[config.mk]
export PLATFORM = sky130hd
export DESIGN_NAME = uart_rx
export DESIGN_NICKNAME = d
export VERILOG_FILES = /design/src/rtl/uart_rx.sv
export SDC_FILE = /design/constraint.sdc
export NUM_CORES = 1
export LEC_CHECK = 0
export CAP_MARGIN = 10
export CORE_MARGIN = 3
export CORE_UTILIZATION = 55
export CTS_CLUSTER_DIAMETER = 30
export CTS_CLUSTER_SIZE = 8
export DETAILED_ROUTE_END_ITERATION = 6
export DONT_BUFFER_PORTS = 1
export GPL_TIMING_DRIVEN = 0
export PLACE_DENSITY = 0.79
export SETUP_SLACK_MARGIN = 0.3
export SYNTH_ARGS = -nofsm -noshare
export SYNTH_HDL_FRONTEND = slang
export SYNTH_SLANG_ARGS = --single-unit
[constraint.sdc]
create_clock -name rx_clk -period 2.05 [get_ports rx_clk]
set_input_delay 0.41 -clock rx_clk [delete_from_list [all_inputs] [get_ports rx_clk]]
set_output_delay 0.41 -clock rx_clk [all_outputs]
set_load 0.02 [all_outputs]
[src/rtl/uart_rx.sv]
// uart_rx: 8N1 UART receiver, receive end of the serial link paired with uart_tx.
// The line is oversampled at CLKS_PER_BIT clocks per bit. The start bit is
// validated at its mid-point and every later bit is sampled one full bit period
// after the previous sample, so each sample lands near the middle of its bit.
//
// Parameters:
//   CLKS_PER_BIT  clock cycles per UART bit (4..65535), default 521
// Ports:
//   rx_clk        receive clock, all logic on the rising edge
//   rst           synchronous active-high reset
//   rx_in         asynchronous serial input, idles high
//   rx_out        last correctly received byte, held until the next good frame
//   rx_valid      one-cycle pulse, rx_out has just been updated
//   rx_frame_err  one-cycle pulse, stop bit sampled low and the frame discarded
//   rx_busy       high whenever the receiver is not idle
module uart_rx #(
  parameter int unsigned CLKS_PER_BIT = 521
) (
  input  logic       rx_clk,
  input  logic       rst,
  input  logic       rx_in,
  output logic [7:0] rx_out,
  output logic       rx_valid,
  output logic       rx_frame_err,
  output logic       rx_busy
);

  localparam int unsigned CW = $clog2(CLKS_PER_BIT);
  localparam logic [CW-1:0] LAST = CW'(CLKS_PER_BIT - 1);
  localparam logic [CW-1:0] HALF = CW'((CLKS_PER_BIT - 1) / 2);

  typedef enum logic [1:0] {
    IDLE,
    START,
    DATA_BURST,
    STOP
  } state_t;

  state_t state, state_nx;

  logic          rx_meta, rx_sync, rx_prev;
  logic [CW-1:0] rx_count, count_nx;
  logic [2:0]    bitpos, bitpos_nx;
  logic [7:0]    shift, shift_nx;
  logic [7:0]    out_nx;
  logic          valid_nx, err_nx;

  // Two-flop synchronizer plus one delayed copy for falling-edge detection.
  // Resetting all three to the idle level means reset never fakes an edge.
  always_ff @(posedge rx_clk) begin
    if (rst) begin
      rx_meta <= 1'b1;
      rx_sync <= 1'b1;
      rx_prev <= 1'b1;
    end else begin
      rx_meta <= rx_in;
      rx_sync <= rx_meta;
      rx_prev <= rx_sync;
    end
  end

  always_ff @(posedge rx_clk) begin
    if (rst) begin
      state <= IDLE;
    end else begin
      state <= state_nx;
    end
  end

  always_ff @(posedge rx_clk) begin
    if (rst) begin
      rx_count     <= '0;
      bitpos       <= '0;
      shift        <= '0;
      rx_out       <= '0;
      rx_valid     <= 1'b0;
      rx_frame_err <= 1'b0;
    end else begin
      rx_count     <= count_nx;
      bitpos       <= bitpos_nx;
      shift        <= shift_nx;
      rx_out       <= out_nx;
      rx_valid     <= valid_nx;
      rx_frame_err <= err_nx;
    end
  end

  always_comb begin
    state_nx  = state;
    count_nx  = rx_count;
    bitpos_nx = bitpos;
    shift_nx  = shift;
    out_nx    = rx_out;
    valid_nx  = 1'b0;
    err_nx    = 1'b0;

    case (state)
      IDLE: begin
        count_nx  = '0;
        bitpos_nx = '0;
        // Edge-triggered start: a line held low (break) cannot re-trigger.
        if (rx_prev && !rx_sync) begin
          state_nx = START;
        end
      end

      START: begin
        if (rx_count == HALF) begin
          count_nx = '0;
          // Line back high at mid-start-bit means it was a glitch.
          if (!rx_sync) begin
            state_nx = DATA_BURST;
          end else begin
            state_nx = IDLE;
          end
        end else begin
          count_nx = rx_count + CW'(1);
        end
      end

      DATA_BURST: begin
        if (rx_count == LAST) begin
          count_nx         = '0;
          shift_nx[bitpos] = rx_sync;
          if (bitpos == 3'd7) begin
            bitpos_nx = '0;
            state_nx  = STOP;
          end else begin
            bitpos_nx = bitpos + 3'd1;
          end
        end else begin
          count_nx = rx_count + CW'(1);
        end
      end

      STOP: begin
        if (rx_count == LAST) begin
          count_nx = '0;
          state_nx = IDLE;
          if (rx_sync) begin
            out_nx   = shift;
            valid_nx = 1'b1;
          end else begin
            err_nx = 1'b1;
          end
        end else begin
          count_nx = rx_count + CW'(1);
        end
      end

      default: begin
        state_nx = IDLE;
      end
    endcase
  end

  assign rx_busy = (state != IDLE);

endmodule

* Yosys cells after proc, flatten, opt, wreduce, memory -nomap -nowiden
Index checks and enable logic that the tools add are counted.
Word-level totals: register bits 36, latch bits 0, bits in writable memories 0, memory bits (read-only) 0, input port bits 3, output and inout bits 11, word-level logic and storage cells 57, memories kept 0
Operators by class: $add $sub $neg 2, $mul 0, div/mod/pow operators 0, $lt $le $gt $ge 2, equality and inequality tests 11, shift-type cells 0, mux-type cells 18, bitwise logic cells 2, reductions and logical operators 12
Operators with widths (number):
- 10-bit case mux with 3 select lines | 1
- 10-bit 2-to-1 mux | 2
- 2-bit 2-to-1 mux | 6
- 10-bit by 1-bit adder with 10-bit output (second input constant) | 1
- 10-bit == test (second input constant) | 1
- 10-bit by 9-bit == test with 1-bit output (second input constant) | 1
- 2-bit inequality test (second input constant) | 5
- 8-bit bitwise mux | 1
- 2-bit case mux with 4 select lines | 1
- 3-bit 2-to-1 mux | 2
- 3-bit case mux with 2 select lines | 1
- 5-bit AND reduction | 1
- 2-bit == test (second input constant) | 2
- 3-bit by 4-bit < comparator with 1-bit output (second input constant) | 1
- 2-bit AND reduction | 2
- 2-bit nonzero test | 2
- 3-bit by 1-bit adder with 3-bit output (second input constant) | 1
- 1-bit demux with 3-bit select | 1
- 3-bit == test (second input constant) | 1
- 3-bit by 1-bit greater-or-equal comparator with 1-bit output (second input constant) | 1
- 1-bit 2-to-1 mux | 3
- 3-bit AND reduction | 1
- 3-bit OR reduction | 1
- 2-bit by 1-bit == test with 1-bit output (second input constant) | 1
- 5 further kinds | 7

* Longest topological paths before layout
word-level depth 5, mapped depth 8, depth with buffers taken out 6

* Worst setup path before layout
No wires, ideal clock.
path type register to register, start register rx_count[0], end register rx_out[0], setup time 0.128 ns, arrival 1.950 ns, required time 1.922 ns, path slack -0.027 ns, cell stages (with the launch flop) 8, buffers on the path 1, period minus slack after synthesis 2.077 ns, cells stage by stage dfxtp_1 inv_1 ha_1 or4b_1 buf_4 nor4_4 mux2i_1 nor2_1
Between the ends: longest elaborated chain between the ends 2
RTL lines:
- from (decl) | RTL line 42 | logic [CW-1:0] rx_count, count_nx;
- from (signal assigned) | RTL line 79 | rx_count <= count_nx;
- 10-bit == test | RTL line 137 | if (rx_count == LAST) begin
- 3-bit AND reduction (no source line)
- to (signal assigned) | RTL line 82 | rx_out <= out_nx;
- to (decl) | RTL line 22 | output logic [7:0] rx_out,
No other way between the ends. A chain may end at the register's enable or synchronous reset.

* Worst setup path in the final report
start register rx_count[0], end register rx_count[5]
Between the ends: longest elaborated chain between the ends 3, elaborated cells between the ends (all ways) 6, those cells by class add/sub (1); eq/ne (2); mux (3)
RTL lines:
- 10-bit by 1-bit adder with 10-bit output, or another cell as far along | RTL line 117, 132, 147
- 10-bit 2-to-1 mux (on tied branches) | RTL line 122, 137, 108
- 10-bit case mux with 3 select lines * | RTL line 97 | case (state)
Every way passes the cells marked *; elsewhere a longest branch is shown, timed or not.

==> impl_metrics.tcl <==
set metrics [dict create \
    regArea_um2 729 \
    holdCritPathClass "in2reg" \
    ant_nets 0 \
    synth_top_cell_by_area "dfxtp_1" \
    tightest_slew_ns 0.907 \
    worst-path-buf-inv 4 \
    num_vias 1392 \
    slowest_stage "or4b_4" \
    cts_root_buffer "clkbuf_4" \
    synth-main-ff-cell "dfxtp_1" \
    r2r_setup_slack_ns 0.05 \
    clock_power_share_pct 39.3 \
    slew_headroom_pct 38.7 \
    path_delay_family "simple AND/OR/NAND/NOR gates" \
    finalInstanceArea_um2 2040 \
    fp-row-count 19 \
    clk_latency_ns 0.35 \
    final_hold_viol_count 0 \
    fmax_ghz 0.499 \
    maxSlewViolCount 0 \
    cts_sinks 36 \
    cp_cell_sequence "inv_2 -> ha_1 -> or4b_4 -> buf_8 -> buf_4 -> nor3_4 -> o32a_1 -> buf_6 -> nor2_1" \
    synth_top_area_share_pct 44.3 \
    port_buffers 0 \
    irDropWorstVdd_uv 722 \
    worstReg2RegEnd "rx_count[5]" \
    grt_max_degree 12 \
    post-route-util_pct 73.4 \
    critical_path_class "reg2reg" \
    switching_share_pct 21.7 \
    drtIter0Drc 102 \
    n_antenna_cell 0 \
    antenna_found_initial 0 \
    vias_per_cell 6.19 \
    dieArea_um2 3650 \
    synth_cells 172 \
    drt_wl_total_um 3900 \
    async_flop_share_pct 0 \
    r2r_start "rx_count[0]" \
    path_depth 9 \
    tns_ns 0 \
    routedWlPerCell_um 17.3 \
    first_pass_iters 4 \
    power.net_switching_w 0.000272 \
    yosysSeqAreaShare_pct 44.3 \
    rsz0062_at_grt "yes" \
    die_w_um 60.4 \
    comb_power_share_pct 4.4 \
    start_util_pct 58.5 \
    p_leak_nw 0.700 \
    yosysWarnings 0 \
    synth_seq_cells 36 \
    gp_congestion 0.819 \
    post-dp-hpwl_um 2170 \
    grt-ovfl-total 0 \
    core-area_um2 2780 \
    outcome "completed" \
    endpoint "rx_count[5]" \
    clkSlewWorstSetupHoldPaths_ns 0.10 \
    avgSynthCellArea_um2 9.46 \
    layout_min_cycle_time_ns 2.00 \
    grt_pass1_wl_um 6040 \
    power_frac_seq_pct 56.3 \
    finalSetupViolations 0 \
    clockBufferDepth 2 \
    worstPathArrival_ns 2.24 \
    p_int_w 0.000979 \
    worstPathMaxFanout 5 \
    ys_top_cells_by_count "dfxtp_1, nor2_1, nand3_1" \
    io_pins 14 \
    r2r_cells 9 \
    htreeDepth 2 \
    skew_ns 0.0140 \
    nNetsFinal 200 \
    cts_tree "built" \
    cts-buffers-inserted 5 \
    slowest_delay_ns 0.46 \
    cts_hold_buf 0 \
    crit_path_start_kind "flop" \
    synth_nets 179 \
    critPathLaunch "rx_count[0]" \
    fillers 188 \
    grtUsageTotal_pct 22.7 \
    area_growth_pct 25.5 \
    die_h_um 60.4 \
    drive_above_1_share_pct 34.5 \
    maxCapViolCount 0 \
    yosys-top-cells-area "dfxtp_1, mux2i_1, nor2_1" \
    multi_input_area_um2 983 \
    dpl-instance-area_um2 1670 \
    synth-edff-count 0 \
    p_per_area_nw_per_um2 613 \
    crit_path_end_kind "flop" \
    min_period_over_period_pct 97.7 \
    grt_pass1_vias 1257 \
    required_ns 2.29 \
    syn_area_um2 1630 \
    yosysMostFrequentCell "dfxtp_1" \
    synth_cell_types 38 \
    drc 0 \
]
==> area by class of cell <==
| class | instances | area share (%) |
|---|---|---|
| Clock buffer | 6 | 2.02 |
| Buffer | 8 | 2.51 |
| Multi-Input combinational cell | 122 | 48.2 |
| Tap cell | 31 | 1.90 |
| Timing Repair Buffer | 14 | 6.86 |
| Inverter | 6 | 1.10 |
| Sequential cell | 36 | 35.7 |
| Clock inverter | 2 | 1.72 |
==> worst reg2reg max path: stages, from the launching register on <==
cell     delay, ns
dfxtp_4       0.36
inv_2         0.04
ha_1          0.12
or4b_4        0.46
buf_8         0.15
buf_4         0.16
nor3_4        0.15
o32a_1        0.28
buf_6         0.14
nor2_1        0.04
==> registers in the layout (all words and copies together) (netlist names), named ones only <==
register and count:
state 1, bitpos 3, rx_frame_err 1, rx_meta 1
rx_count 10, shift 8, rx_prev 1, rx_sync 1
rx_valid 1, rx_out 8
==> worst min-delay path by stage <==
stage / startpoint / end / slack, ns / cells past startpoint
floorplan: rx_meta / rx_sync / 0.39 / 1
global placement: rx_meta / rx_sync / 0.40 / 1
detailed placement: rx_meta / rx_sync / 0.40 / 1
CTS: rx_in / rx_meta / 0.15 / 1
global route: rx_in / rx_meta / 0.14 / 1
finish: rx_in / rx_meta / 0.16 / 1
==> power by group through the flow <==
stage / registers, W / logic [W] / clock network (W)
floorplan: 0.000721 / 0.0000266 / 0
detailed placement: 0.000722 / 0.0000331 / 0
finish: 0.000704 / 0.0000552 / 0.000492
global placement: 0.000722 / 0.0000318 / 0
global route: 0.000705 / 0.0000593 / 0.000544
CTS: 0.000703 / 0.0000447 / 0.000495
==> what timing repair did <==
item,CTS,global route
endpoints found under the setup margin,32,34
pin swaps,10,12
setup buffers,10,3
resized for setup,15,34
endpoints found under the hold margin,0,0
cloned,0,1
==> cells in the final DEF (no fill, tap or decap), drive strengths merged, types with 2 or more instances in the layout <==
| cell type | synthesis | layout |
|---|---|---|
| or2 | 4 | 4 |
| nor3 | 4 | 4 |
| clkbuf | 6 | 10 |
| a31oi | 2 | 2 |
| nor2 | 22 | 22 |
| nand3 | 14 | 14 |
| dfxtp | 36 | 36 |
| ha | 4 | 4 |
| mux2i | 10 | 10 |
| nand4 | 3 | 3 |
| nor4 | 4 | 4 |
| nand2 | 10 | 10 |
| xor2 | 6 | 6 |
| buf | 2 | 18 |
| xnor2 | 2 | 2 |
| a21bo | 6 | 6 |
| and3 | 2 | 2 |
| inv | 6 | 6 |
| nor2b | 2 | 2 |
| nand3b | 4 | 4 |
| a21oi | 9 | 9 |
==> per-stage QoR <==
step	power [W]	setup WS (ns)	cells	hold slack, ns
after floorplan	0.000748	0.112	172	0.389
after global routing	0.00131	-0.0208	225	0.137
after CTS	0.00124	0.106	221	0.154
final	0.00125	0.0476	225	0.160
after detailed placement	0.000756	-0.144	203	0.401
after global placement	0.000754	-0.0977	203	0.398
==> kinds of logic after synthesis <==
kind of cell / Yosys count / synth area share, %
xor+xnor: 8 / 4.31
mux: 10 / 6.15
compound gates: 22 / 9.77
flops: 36 / 44.3
buf+inv: 14 / 3.54
fa+ha+maj: 4 / 3.08
simple gates: 78 / 28.8
==> routing by layer <==
metal / track usage, % / up-vias / part of all wire [%]
met1: 27.5 / 677 / 42
met5: 0 / - / 0
met3: 7.66 / 13 / 6.0
li1: - / 654 / -
met4: 12.7 / 0 / 3.0
met2: 35.2 / 48 / 49
No activity file was read; power rests on OpenSTA's default activity.
